===== src/rtl/bp_pkg.sv =====
// bp_pkg: FSM encoding and default parameter constants shared by the trace driver.
package bp_pkg;
  localparam int ADDR_W_DEF     = 8;
  localparam int HIST_LEN_DEF   = 7;
  localparam int FIFO_DEPTH_DEF = 4;
  localparam int CNT_W_DEF      = 16;
  localparam int TIMEOUT_DEF    = 63;
  typedef enum logic [2:0] {
    WAIT_MEM, IDLE, ISSUE, WAIT_PRED, WAIT_DONE, RELEASE, HIST_REQ, HIST_CAP
  } bp_state_e;
endpackage


===== src/rtl/bp_trace_fifo.sv =====
// bp_trace_fifo: synchronous FIFO with registered full/empty; push on full succeeds with a same-cycle pop.
module bp_trace_fifo #(
  parameter int W     = 9,
  parameter int DEPTH = 4
) (
  input  logic         clk,
  input  logic         rst_n,
  input  logic         push_i,
  input  logic [W-1:0] din_i,
  input  logic         pop_i,
  output logic [W-1:0] dout_o,
  output logic         full_o,
  output logic         empty_o
);
  localparam int AW = $clog2(DEPTH);
  logic [W-1:0] mem_q [DEPTH];
  logic [AW-1:0] wp_q, rp_q;
  logic [AW:0] cnt_q, cnt_d;
  logic wr, rd;
  assign wr = push_i && (!full_o || pop_i);
  assign rd = pop_i && !empty_o;
  assign cnt_d = cnt_q + {{AW{1'b0}}, wr} - {{AW{1'b0}}, rd};
  assign dout_o = mem_q[rp_q];
  always_ff @(posedge clk) begin
    if (!rst_n) begin
      wp_q    <= '0;
      rp_q    <= '0;
      cnt_q   <= '0;
      full_o  <= 1'b0;
      empty_o <= 1'b1;
    end else begin
      if (wr) begin
        mem_q[wp_q] <= din_i;
        wp_q        <= wp_q + 1'b1;
      end
      if (rd) rp_q <= rp_q + 1'b1;
      cnt_q   <= cnt_d;
      full_o  <= cnt_d == (AW+1)'(DEPTH);
      empty_o <= cnt_d == '0;
    end
  end
endmodule


===== src/rtl/bp_trace_driver.sv =====
// bp_trace_driver: replays queued branch traces into a branch predictor, keeps
// accuracy/timeout statistics and serially captures the predictor history on request.
module bp_trace_driver
  import bp_pkg::*;
#(
  parameter int ADDR_W     = ADDR_W_DEF,
  parameter int HIST_LEN   = HIST_LEN_DEF,
  parameter int FIFO_DEPTH = FIFO_DEPTH_DEF,
  parameter int CNT_W      = CNT_W_DEF,
  parameter int TIMEOUT    = TIMEOUT_DEF
) (
  input  logic              clk,
  input  logic              rst_n,
  input  logic              trace_valid,
  output logic              trace_ready,
  input  logic [ADDR_W-1:0] trace_addr,
  input  logic              trace_taken,
  output logic [ADDR_W-1:0] bp_inst_addr,
  output logic              bp_new_data_avail,
  output logic              bp_direction,
  input  logic              bp_mem_reset_done,
  input  logic              bp_pred_ready,
  input  logic              bp_prediction,
  input  logic              bp_training_done,
  output logic              hist_req,
  input  logic              hist_bit,
  input  logic              dump_start,
  output logic              dump_valid,
  output logic [HIST_LEN:0] dump_data,
  output logic [CNT_W-1:0]  n_branches,
  output logic [CNT_W-1:0]  n_mispred,
  output logic [CNT_W-1:0]  n_timeouts,
  output logic              busy
);
  localparam int TW = $clog2(TIMEOUT + 1);
  localparam int BW = $clog2(HIST_LEN + 2);
  bp_state_e state_q;
  logic [ADDR_W:0] head;
  logic full, empty, pop, dump_req, tmo;
  logic [ADDR_W-1:0] addr_q;
  logic dir_q, nda_q, hist_req_q, dump_valid_q, pend_q;
  logic [HIST_LEN:0] dump_q;
  logic [CNT_W-1:0] n_branches_q, n_mispred_q, n_timeouts_q;
  logic [TW-1:0] tmo_q;
  logic [BW-1:0] bidx_q;
  function automatic logic [CNT_W-1:0] sat(input logic [CNT_W-1:0] v);
    return &v ? v : v + 1'b1;
  endfunction
  assign dump_req = dump_start || pend_q;
  assign pop = state_q == IDLE && !dump_req && !empty;
  assign tmo = tmo_q == TW'(TIMEOUT);
  // Gated by rst_n so every output reads 0 while reset is held.
  assign trace_ready = rst_n && !full;
  assign busy = rst_n && state_q != IDLE;
  assign bp_inst_addr = addr_q;
  assign bp_direction = dir_q;
  assign bp_new_data_avail = nda_q;
  assign hist_req = hist_req_q;
  assign dump_valid = dump_valid_q;
  assign dump_data = dump_q;
  assign n_branches = n_branches_q;
  assign n_mispred = n_mispred_q;
  assign n_timeouts = n_timeouts_q;
  bp_trace_fifo #(.W(ADDR_W + 1), .DEPTH(FIFO_DEPTH)) u_fifo (
    .clk(clk), .rst_n(rst_n), .push_i(trace_valid && trace_ready),
    .din_i({trace_addr, trace_taken}), .pop_i(pop), .dout_o(head),
    .full_o(full), .empty_o(empty)
  );
  always_ff @(posedge clk) begin
    if (!rst_n) begin
      state_q      <= WAIT_MEM;
      addr_q       <= '0;
      dir_q        <= 1'b0;
      nda_q        <= 1'b0;
      hist_req_q   <= 1'b0;
      dump_valid_q <= 1'b0;
      pend_q       <= 1'b0;
      dump_q       <= '0;
      n_branches_q <= '0;
      n_mispred_q  <= '0;
      n_timeouts_q <= '0;
      tmo_q        <= '0;
      bidx_q       <= '0;
    end else begin
      nda_q        <= 1'b0;
      dump_valid_q <= 1'b0;
      pend_q       <= pend_q || dump_start;
      case (state_q)
        WAIT_MEM: if (bp_mem_reset_done) state_q <= IDLE;
        IDLE: begin
          if (dump_req) begin
            pend_q     <= 1'b0;
            hist_req_q <= 1'b1;
            state_q    <= HIST_REQ;
          end else if (!empty) begin
            {addr_q, dir_q} <= head;
            nda_q           <= 1'b1;
            state_q         <= ISSUE;
          end
        end
        ISSUE: begin
          tmo_q   <= '0;
          state_q <= WAIT_PRED;
        end
        WAIT_PRED: begin
          tmo_q <= tmo_q + 1'b1;
          if (bp_pred_ready) begin
            if (bp_prediction != dir_q) n_mispred_q <= sat(n_mispred_q);
            if (bp_training_done) n_branches_q <= sat(n_branches_q);
            state_q <= bp_training_done ? RELEASE : WAIT_DONE;
          end else if (tmo) begin
            n_timeouts_q <= sat(n_timeouts_q);
            state_q      <= RELEASE;
          end
        end
        WAIT_DONE: begin
          tmo_q <= tmo_q + 1'b1;
          if (bp_training_done) begin
            n_branches_q <= sat(n_branches_q);
            state_q      <= RELEASE;
          end else if (tmo) begin
            n_timeouts_q <= sat(n_timeouts_q);
            state_q      <= RELEASE;
          end
        end
        RELEASE: state_q <= IDLE;
        HIST_REQ: begin
          bidx_q  <= '0;
          state_q <= HIST_CAP;
        end
        HIST_CAP: begin
          // Shifting in from the top leaves the first serial bit at dump_data[0].
          hist_req_q <= 1'b0;
          dump_q     <= {hist_bit, dump_q[HIST_LEN:1]};
          bidx_q     <= bidx_q + 1'b1;
          if (bidx_q == BW'(HIST_LEN)) begin
            dump_valid_q <= 1'b1;
            state_q      <= IDLE;
          end
        end
        default: state_q <= WAIT_MEM;
      endcase
    end
  end
endmodule

===== config.mk =====
export PLATFORM = sky130hd
export DESIGN_NAME = bp_trace_driver
export DESIGN_NICKNAME = d
export VERILOG_FILES = /design/src/rtl/bp_pkg.sv /design/src/rtl/bp_trace_fifo.sv /design/src/rtl/bp_trace_driver.sv
export SDC_FILE = /design/constraint.sdc
export NUM_CORES = 1
export LEC_CHECK = 0
export CORE_UTILIZATION = 35
export DETAILED_ROUTE_END_ITERATION = 10
export DONT_BUFFER_PORTS = 1
export HOLD_SLACK_MARGIN = 0.15
export PLACE_DENSITY_LB_ADDON = 0.15
export REMOVE_ABC_BUFFERS = 1
export SYNTH_ARGS = -nofsm -noshare
export SYNTH_HDL_FRONTEND = slang
export SYNTH_HIERARCHICAL = 1
export SYNTH_SLANG_ARGS = --single-unit

===== constraint.sdc =====
create_clock -name clk -period 3 [get_ports clk]
set_clock_uncertainty 0.05 [all_clocks]
set_input_delay 0.6 -clock clk [delete_from_list [all_inputs] [get_ports clk]]
set_output_delay 0.6 -clock clk [all_outputs]
set_load 0.1 [all_outputs]

Yosys cells after proc, flatten, opt, wreduce, memory -nomap -nowiden. Memories as Yosys holds them, arrays and structs flattened. A register that Yosys moved wholly into a read port is not among the register bits. Cells that the tools add are included.

Reduce and logical (&&, ||, !) cells: 32. Equality and inequality tests: 19. Multiplexer cells: 27. Add/sub/neg operators: 9. Bitwise logic cells: 5.

Operator list (count): 16-bit 2-to-1 mux (7); 16-bit one-hot mux with 2 select lines (2); 16-bit by 1-bit adder with 16-bit output (second input constant) (3); 16-bit AND reduction (3); 3-bit one-hot mux with 8 select lines (1); 3-bit 2-to-1 mux (7); 3-bit equality test (second input constant) (5); 2-bit inequality test (second input constant) (6); 6-bit one-hot mux with 2 select lines (1); 3-bit AND reduction (3); 4-bit one-hot mux with 2 select lines (1); 2-bit nonzero test (4); 1-bit logical AND (7); 1-bit 2-to-1 mux (7); 6-bit by 1-bit adder with 6-bit output (second input constant) (1); 3-bit by 2-bit equality test with 1-bit output (second input constant) (2); 6-bit equality test (second input constant) (1); 3-bit zero test (2); 2-bit AND reduction (3); 1-bit NOT (5); 2-bit by 1-bit adder with 2-bit output (second input constant) (2); 4-bit by 1-bit adder with 4-bit output (second input constant) (1); 4-bit by 3-bit equality test with 1-bit output (second input constant) (1); 1-bit zero test (4); 11 further kinds (13).

Bits in registers: 82. Bits in writable memories: 36. Memories kept: 1. Word-level logic and storage cells: 109. Output and inout bits: 70.

Memory list: u_fifo.mem_q (depth 4, width 9, rd ports 1, clocked after Yosys merged registers in 1, write ports 1, RTL line bp_trace_fifo.sv:16) `logic [W-1:0] mem_q [DEPTH];`.

Depth between registers and ports, before layout. Gate-level depths: netlist of the first run.

Depth in word-level cells: 9. Mapped depth: 16.

Cells and area by module. Netlist of the first run, hierarchy kept.

By module, submodules not included: bp_trace_driver (cells each 470, seq. area each 1641.6 um^2, times used 1, area an instance 4045.1 um^2); bp_trace_fifo (cells each 99, seq. area each 1301.2 um^2, times used 1, area an instance 1806.7 um^2).

Least setup slack after synthesis of the first run. OpenSTA, ideal clock, no wires.

Path type: input to register. From: input port rst_n. To: register u_fifo.full_o. Stages on the path: 13. Setup time: 80 ps. Buffers on the path: 0. Arrival: 3822 ps. Path slack: -952 ps. Data required time: 2870 ps. Cell sequence: clkinv_1 nor2_1 and2_1 inv_1 nor2_1 inv_1 ha_1 inv_1 ha_1 inv_1 fa_1 xnor2_1 nor3b_1.

Longest elaborated chain between the ends: 6.

RTL lines: start, declared (RTL line bp_trace_driver.sv:13) `input logic rst_n,`; 1-bit logical AND (RTL line bp_trace_driver.sv:53) `assign trace_ready = rst_n && !full;`; net trace_ready (RTL line bp_trace_driver.sv:15) `output logic trace_ready,`; 1-bit logical AND (RTL line bp_trace_driver.sv:65) `.clk(clk), .rst_n(rst_n), .push_i(trace_valid && trace_ready),`; 1-bit logical AND (RTL line bp_trace_fifo.sv:20) `assign wr = push_i && (!full_o || pop_i);`; 3-bit by 1-bit adder with 3-bit output (RTL line bp_trace_fifo.sv:22) `assign cnt_d = cnt_q + {{AW{1'b0}}, wr} - {{AW{1'b0}}, rd};`; 3-bit by 1-bit subtractor with 3-bit output (RTL line bp_trace_fifo.sv:22); 3-bit equality test (RTL line bp_trace_fifo.sv:38) `full_o <= cnt_d == (AW+1)'(DEPTH);`; end signal, assigned (RTL line bp_trace_fifo.sv:38); end, declared (RTL line bp_trace_fifo.sv:12) `output logic full_o,`.

The timed path passes the listed nets, and every way through them passes these cells. A chain may end at the register's enable or synchronous reset.

Final worst setup path of the first run.
From: register state_q[2]. To: register u_fifo.full_o.

Longest elaborated chain between the ends: 8. Elaborated cells between the ends (all ways): 9. Those cells by class: add/sub (2); eq/ne (2); reduce/logical (5).

RTL lines: start, declared (RTL line bp_trace_driver.sv:37) `bp_state_e state_q;`; start signal, assigned (RTL line bp_trace_driver.sv:110) `state_q <= bp_training_done ? RELEASE : WAIT_DONE;`; 3-bit by 1-bit equality test with 1-bit output * (RTL line bp_trace_driver.sv:50) `assign pop = state_q == IDLE && !dump_req && !empty;`; 1-bit logical AND * (2 in series) (RTL line bp_trace_driver.sv:50); net pop (RTL line bp_trace_driver.sv:39) `logic full, empty, pop, dump_req, tmo;`; 1-bit logical OR (RTL line bp_trace_fifo.sv:20); 1-bit logical AND (RTL line bp_trace_fifo.sv:20); 3-bit by 1-bit adder with 3-bit output (RTL line bp_trace_fifo.sv:22); 3-bit by 1-bit subtractor with 3-bit output * (RTL line bp_trace_fifo.sv:22); 3-bit equality test * (RTL line bp_trace_fifo.sv:38).

Mark *: on every way through the listed nets, which the timed path passes. The rest lies on a longest branch.

==> results of run 1 <==
-- per-layer routing --
layer / track usage, % / vias up
li1: - / 2189
met1: 19.14 / 2074
met2: 25.30 / 104
met3: 5.748 / 8
met4: 6.008 / 0
met5: 0 / -
-- cell families (layout without fill, tap and decap cells) --
| kind of cell | Yosys count | count (layout) | synth area share, % |
|---|---|---|---|
| AO/OA/AOI/OAI | 101 | 101 | 12.59 |
| flip-flops | 129 | 129 | 50.29 |
| multiplexers | 26 | 26 | 6.371 |
| adder cells (fa/ha/maj) | 12 | 12 | 2.694 |
| AND/OR/NAND/NOR | 229 | 229 | 20.31 |
| XOR/XNOR | 32 | 32 | 4.789 |
| buffers and inverters | 40 | 111 | 2.950 |
-- final cells by class --
class                      count  area [um^2]
fill                        1566         9045
timing repair buffer          60        450.4
multi-input combinational    400         2741
clock buffer                  17        425.4
clock inverter                15        168.9
inverter                      19        71.32
sequential                   129         2943
tap                          216        270.3
-- metrics by stage --
stage / setup slack, ns / cells / power [W]
floorplan: -2.162 / 548 / 0.002355
global placement: 0.2836 / 824 / 0.002509
detailed placement: 0.1778 / 824 / 0.002516
CTS: 0.2802 / 856 / 0.004596
global route: 0.09341 / 856 / 0.004731
finish: 0.2668 / 856 / 0.004531
-- power breakdown --
| group | internal [W] | switching [W] | total [W] |
|---|---|---|---|
| clock network | 0.00119 | 0.000870 | 0.00206 |
| registers | 0.00185 | 0.000112 | 0.00196 |
| logic | 0.000175 | 0.000337 | 0.000512 |
| total | 0.00321 | 0.00132 | 0.00453 |
-- worst max path at each step --
stage                         end        from  cells after the start  slack (ns)
finish              u_fifo/full_o  state_q[2]                     14        0.27
floorplan           u_fifo/full_o       rst_n                     13       -2.16
global placement    u_fifo/full_o  dump_start                     13        0.28
global route        u_fifo/full_o  state_q[2]                     14        0.09
detailed placement  u_fifo/full_o  dump_start                     13        0.18
CTS                 u_fifo/full_o  state_q[2]                     14        0.28
-- cells in the final DEF (no fill, tap or decap), types with 3 or more instances in the layout --
| master | n |
|---|---|
| edfxtp_1 | 36 |
| mux2i_1 | 17 |
| inv_6 | 4 |
| nand2b_1 | 9 |
| buf_4 | 60 |
| clkinvlp_4 | 3 |
| and4_1 | 6 |
| nor3b_1 | 4 |
| inv_1 | 18 |
| dfxtp_1 | 93 |
| a211oi_1 | 10 |
| nand3_1 | 20 |
| inv_8 | 5 |
| mux4_2 | 9 |
| a2111oi_0 | 3 |
| a31oi_1 | 3 |
| nor2b_1 | 3 |
| and3_1 | 13 |
| nand3b_1 | 5 |
| xnor2_1 | 26 |
| o21a_1 | 3 |
| xor2_1 | 6 |
| o21ai_0 | 19 |
| and2_1 | 6 |
| nand4_1 | 12 |
| nor3_1 | 11 |
| clkbuf_16 | 17 |
| nor2_1 | 62 |
| nor4_1 | 6 |
| a21oi_1 | 30 |
| ha_1 | 11 |
| nand2_1 | 50 |
| or3_1 | 5 |
-- registers in the layout, indices dropped and copies added, names as in the netlist, 2 cells and up, named ones only --
signal and flops:
u_fifo/mem_q 36, n_timeouts 16, u_fifo/rp_q 2, bidx_q 4, tmo_q 6, bp_inst_addr 8
n_mispred 16, n_branches 16, state_q 3, u_fifo/wp_q 2, dump_data 8, u_fifo/cnt_q 3
-- cell usage after synthesis (10+ instances only) --
| master | count |
|---|---|
| nand3_1 | 20 |
| a21oi_1 | 30 |
| nand4_1 | 12 |
| xnor2_1 | 26 |
| a211oi_1 | 10 |
| clkbuf_1 | 15 |
| and3_1 | 13 |
| nor3_1 | 11 |
| o21ai_0 | 19 |
| inv_1 | 18 |
| dfxtp_1 | 93 |
| ha_1 | 11 |
| mux2i_1 | 17 |
| nor2_1 | 64 |
| edfxtp_1 | 36 |
| nand2_1 | 50 |
-- critical path, cell delays in order, from the launching register on --
cell and delay [ns]:
dfxtp_1 0.31, nand2b_1 0.19, nor2_1 0.14, nand3b_1 0.11, inv_1 0.11, nor2b_1 0.09
nor2_1 0.22, inv_1 0.08, ha_1 0.30, inv_1 0.06, ha_1 0.13, inv_1 0.05
fa_1 0.37, xnor2_1 0.24, nor3b_1 0.20
==> run_results.csv, run 1 <==
group,metric,value,unit
run_status,outcome,"finished clean",
worst_setup_path,reg2reg_from,"state_q[2]",
sta,final.setup.tns,0,ns
synth,synthFlopType,"dfxtp_1",
sta,rsz0062_at_grt,"false",
place,io_buffers,0,
sta,whs,0.2255,ns
pwr,vdd_drop_max,414.1,uV
floorplanning,die-area,17240,um^2
synth,syn_inst,569,
synth,synth-seq-cells,129,
place,dp_hpwl,8804,um
final_layout,design_area,7071,um^2
drt,route.met2.wl,6198,um
synth,yosys_warnings,6,
final_layout,fin_nets,657,
floorplanning,die_w,131.3,um
worst_setup_path,rr_worst_depth,14,
synth,avgSynthCellArea,10.28,um^2
grt,grt_pass1_wl,21620,um
floorplanning,fp-row-count,46,
worst_hold_path,hold_start,"trace_addr[1]",
drt,viasPerCell,5.111,
drt,met3_length,767,um
worst_setup_path,rrSetupSlack,0.27,ns
synth,seq_area_frac_synth,50.29,%
sta,max_slew_margin,32.94,%
drt,routedWlPerCell,15.13,um
worst_setup_path,cp.arrival,3.02,ns
worst_hold_path,holdCritPathClass,"input port to register",
sta,setup-violations-final,0,
clock_tree,clock_sinks,129,
final_layout,diodes,0,
clock_tree,h-tree-depth,4,
drt,ant_nets,0,
final_layout,final_layout_size_suffix_gt1_share,19.38,%
synth,synthArstFlopShare,0,%
final_layout,fin_util,43.87,%
drt,wl_met1,5855,um
floorplanning,start_util,36.31,%
drt,drc,0,
drt,dr.pass1.iters,4,
place,gp_congestion,0.7714,
synth,synthTopCellsByArea,"dfxtp_1 32%, edfxtp_1 18%, nor2_1 4.1%, xnor2_1 3.9%, mux4_2 3.5%",
worst_setup_path,cp.required,3.29,ns
pwr,leakage,2.613,nW
pwr,powerDensity,640.8,nW/um^2
sta,min_period,2.733,ns
worst_hold_path,hold_depth,0,
grt,grt_pass1_vias,4259,
grt,antenna_found_initial,0,
place,place_area,6476,um^2
sta,fmax,0.3659,GHz
synth,synth_largest_area_cell,"dfxtp_1",
clock_tree,clockRootBuffer,"clkbuf_16",
synth,yosysTopAreaCellShare,31.82,%
worst_setup_path,criticalPathCategory,"register to register",
synth,synth_area,5852,um^2
drt,drtIter0Drc,210,
grt,grt_overflow,0,
floorplanning,core-area,16120,um^2
synth,yosys.cell_types.count,72,
worst_setup_path,cp-end-kind,"register",
drt,routed_wl,12950,um
job,max_cap_viol_count,0,
clock_tree,clk_pin_slew_worst_paths,0.06,ns
clock_tree,max-clock-path-buffers,2,
sta,tightest_slew,1.005,ns
worst_setup_path,timing.rr.end,"u_fifo/full_o",
worst_setup_path,cp-start-kind,"register",
worst_setup_path,cp_max_fo,5,
floorplanning,die_h,131.3,um
sta,post-route-period-util,91.11,%
drt,num_vias,4375,
synth,synth_edf_count,36,
grt,grt_usage,15.73,%
clock_tree,cts_tree,"built",
floorplanning,ios,88,
final_layout,areaGrowthSynthToFinish,20.83,%
clock_tree,clock_latency,0.41,ns
worst_hold_path,whs_endpoint,"u_fifo/mem_q[3][2]",
clock_tree,hold_buffers,0,
clock_tree,cts_resized,0,
sta,finalHoldViolations,0,
clock_tree,cts_setup_buffers,0,
sta,slew_viol_final,0,
clock_tree,cts_buffers,17,
drt,top_layer,"met4",
grt,grt_start_max_net_pins,70,
No activity file was read; power rests on OpenSTA's default activity.
==> run 2: changes to the inputs <==
--- a/config.mk
+++ b/config.mk
@@ -5,13 +5,13 @@
 export SDC_FILE = /design/constraint.sdc
 export NUM_CORES = 1
 export LEC_CHECK = 0
-export CORE_UTILIZATION = 35
+export CORE_UTILIZATION = 24
 export DETAILED_ROUTE_END_ITERATION = 10
 export DONT_BUFFER_PORTS = 1
 export HOLD_SLACK_MARGIN = 0.15
 export PLACE_DENSITY_LB_ADDON = 0.15
 export REMOVE_ABC_BUFFERS = 1
+export SLEW_MARGIN = 5
 export SYNTH_ARGS = -nofsm -noshare
 export SYNTH_HDL_FRONTEND = slang
-export SYNTH_HIERARCHICAL = 1
 export SYNTH_SLANG_ARGS = --single-unit
==> run 2 against run 1 <==
Synthesized cell count up 5.8%. Clock-buffer cell count unchanged. Non-clock buffer count up 16. Sequential share of layout area down 2.3 points. Global-route usage down 2.9 points. Combinational power up 12%. Largest cell class unchanged. Synthesized area up 1.2%. Routed wire length up 20%. Highest routed layer unchanged. Clock power about the same. Critical path depth down 2. Flip-flop and latch count down 2.
==> run_results.csv, run 2 <==
group,metric,value,unit
run_status,outcome,"finished clean",
grt,grt_overflow,0,
final_layout,areaGrowthSynthToFinish,24.56,%
worst_hold_path,whs_endpoint,"u_fifo.mem_q[2][4]",
clock_tree,max-clock-path-buffers,2,
drt,num_vias,4816,
grt,grt_pass1_vias,4873,
synth,avgSynthCellArea,9.833,um^2
clock_tree,cts_tree,"built",
worst_setup_path,path_cells,"buf_4 > nor3b_1 > buf_4 > nand2_1 > inv_1 > ha_1 > inv_1 > ha_1 > fa_1 > xnor2_1 > and2_1 > nor3b_1",
clock_tree,cts_buffers,17,
final_layout,nFillCells,2557,
place,io_buffers,0,
synth,synth_most_common_cell,"dfxtp_1",
synth,yosys.cell_types.count,61,
final_layout,fin_nets,694,
final_layout,largest_register_ffs,36,
clock_tree,cts_resized,0,
grt,grt_usage,12.80,%
floorplanning,die_h,159.1,um
floorplanning,core-area,24250,um^2
worst_hold_path,holdCritPathClass,"input port to register",
synth,synthArstFlopShare,0,%
final_layout,layout_common_cells,"91 x dfxtp_1, 82 x nand2_1, 76 x buf_4, 50 x a21oi_1, 36 x edfxtp_1",
synth,synth_area,5919,um^2
final_layout,design_area,7373,um^2
worst_setup_path,slowest_delay,0.47,ns
worst_hold_path,hold_depth,0,
final_layout,multi_input_area,2806,um^2
grt,grt_start_max_net_pins,59,
worst_setup_path,rrSetupSlack,0.39,ns
clock_tree,cts_setup_buffers,0,
clock_tree,clock_latency,0.42,ns
worst_setup_path,cp-start-kind,"register",
clock_tree,hold_buffers,0,
final_layout,top_register,"u_fifo.mem_q",
synth,synth_xor_area_share,1.036,%
synth,synthTopCellsByArea,"dfxtp_1 31%, edfxtp_1 18%, nand2_1 5.2%, a21oi_1 4.2%, mux4_2 3.4%",
synth,synth-seq-cells,127,
sta,slew_viol_final,0,
worst_setup_path,crit_path_top_delay_cell,"dfxtp_1",
sta,min_period,2.608,ns
sta,max_slew_margin,19.66,%
synth,synthAdderAreaFrac,2.663,%
worst_setup_path,cp_max_fo,13,
final_layout,fin_util,30.41,%
synth,seq_area_frac_synth,49.04,%
sta,setup-violations-final,0,
grt,antenna_found_initial,0,
grt,grt_pass1_wl,25550,um
sta,tightest_slew,1.197,ns
place,gp_congestion,0.7546,
synth,synth_mux_area_share,6.658,%
worst_hold_path,hold_start,"trace_addr[3]",
synth,synth_common_cells,"91 x dfxtp_1, 82 x nand2_1, 50 x a21oi_1, 36 x edfxtp_1",
sta,rsz0062_at_grt,"false",
floorplanning,start_util,24.41,%
floorplanning,ios,88,
drt,ant_nets,0,
floorplanning,die-area,25300,um^2
drt,routedWlPerCell,15.50,um
sta,final.setup.tns,0,ns
floorplanning,die_w,159.1,um
final_layout,diodes,0,
synth,yosys_warnings,0,
synth,synth_compound_area_share,13.08,%
drt,viasPerCell,4.811,
worst_setup_path,rr_worst_depth,12,
final_layout,final_layout_size_suffix_gt1_share,18.91,%
synth,syn_inst,602,
synth,synth_largest_area_cell,"dfxtp_1",
worst_setup_path,reg2reg_from,"state_q[2]",
drt,dr.pass1.iters,4,
synth,synth_top_family_by_area,"simple AND/OR/NAND/NOR gates",
drt,drc,0,
pwr,finalPower,0.004659,W
final_layout,mostFrequentLayoutCell,"dfxtp_1",
place,dp_hpwl,10890,um
drt,routed_wl,15520,um
worst_setup_path,cp.required,3.29,ns
final_layout,seq_area,2903,um^2
clock_tree,h-tree-depth,4,
worst_setup_path,cp.arrival,2.90,ns
pwr,vdd_drop_max,310.4,uV
synth,yosysTopAreaCellShare,30.78,%
pwr,powerDensity,631.9,nW/um^2
synth,synth_edf_count,36,
pwr,leakage,2.495,nW
sta,post-route-period-util,86.92,%
worst_setup_path,cp-end-kind,"register",
drt,drtIter0Drc,249,
clock_tree,clockRootBuffer,"clkbuf_16",
synth,synthFlopType,"dfxtp_1",
sta,fmax,0.3835,GHz
synth,synth-simple-area-share,23.67,%
clock_tree,clk_pin_slew_worst_paths,0.07,ns
worst_setup_path,criticalPathCategory,"register to register",
place,place_area,6764,um^2
clock_tree,clock_sinks,127,
job,max_cap_viol_count,0,
worst_setup_path,timing.rr.end,"u_fifo.full_o",
floorplanning,fp-row-count,57,
sta,finalHoldViolations,0,
## run 2: cell count changes in the layout (fill, tap and decap cells not counted), sizes merged, moves of 5 or more
cell     previous run  this run
a2111oi             6         0
a211oi             10         5
a21oi              31        50
and3               13         7
buf                60        76
nand2              51        82
nand2b              9        22
nand4              12        19
nor2               64        15
nor4                6        15
o21ai              21        14
o31ai               2        17
or4                 1        18
xnor2              26         4
## run 2: cell families (layout without fill, tap and decap cells)
logic type                 Yosys count  count (layout)
adders and majority gates           12              12
and+or+nand+nor                    254             254
muxes                               28              28
AOI/OAI and AO/OA                  120             120
DFF                                127             127
buffers and inverters               54             129
xor gates and xnor gates             7               7
## run 2: report_power, final
group	internal, W	leakage (nW)	switching [W]
Sequential	0.00185	1.06	0.000147
Combinational	0.000228	1.13	0.000345
Clock	0.00114	0.298	0.000952
## run 2: critical path, delay by kind of cell (launching register included)
family / cells / cell delay (ns)
AND/OR/NAND/NOR: 4 / 0.49
adder cells (fa/ha/maj): 3 / 0.81
XOR/XNOR: 1 / 0.22
buffers and inverters: 4 / 0.50
flip-flops: 1 / 0.47
## run 2: through the flow
stage,hold WS [ns],setup slack [ns],std cells
global placement,0.4048,0.4252,969
global route,0.1896,0.1582,1001
detailed placement,0.4068,0.3736,969
finish,0.2179,0.3924,1001
floorplan,0.3991,-0.3487,569
CTS,0.1926,0.3887,1001
## run 2: how the worst max path moves through the flow
stage / from / endpoint / slack, ns / cells after the start
after floorplan: rst_n / u_fifo.empty_o / -0.35 / 5
after global placement: bp_training_done / n_timeouts[14] / 0.43 / 4
after detailed placement: bp_training_done / n_timeouts[13] / 0.37 / 5
after CTS: state_q[2] / u_fifo.full_o / 0.39 / 12
after global routing: state_q[2] / u_fifo.full_o / 0.16 / 12
final: state_q[2] / u_fifo.full_o / 0.39 / 12
## run 2: metal layers
metal	wire length, um	GRT usage, %	up-vias	part of all wire (%)
met5	0	0	-	0
met3	1046	4.532	13	6.7
met1	6706	15.34	2315	43
li1	-	-	2386	-
met2	7616	21.19	102	49
met4	149	4.414	0	0.96
## run 2: layout make-up
cell class / instances / share of cell area [%]
Sequential cell: 127 / 39.37
Multi-Input combinational cell: 421 / 38.06
Timing Repair Buffer: 76 / 7.738
Clock buffer: 17 / 5.770
Tap cell: 324 / 5.498
Clock inverter: 15 / 2.494
Inverter: 21 / 1.069
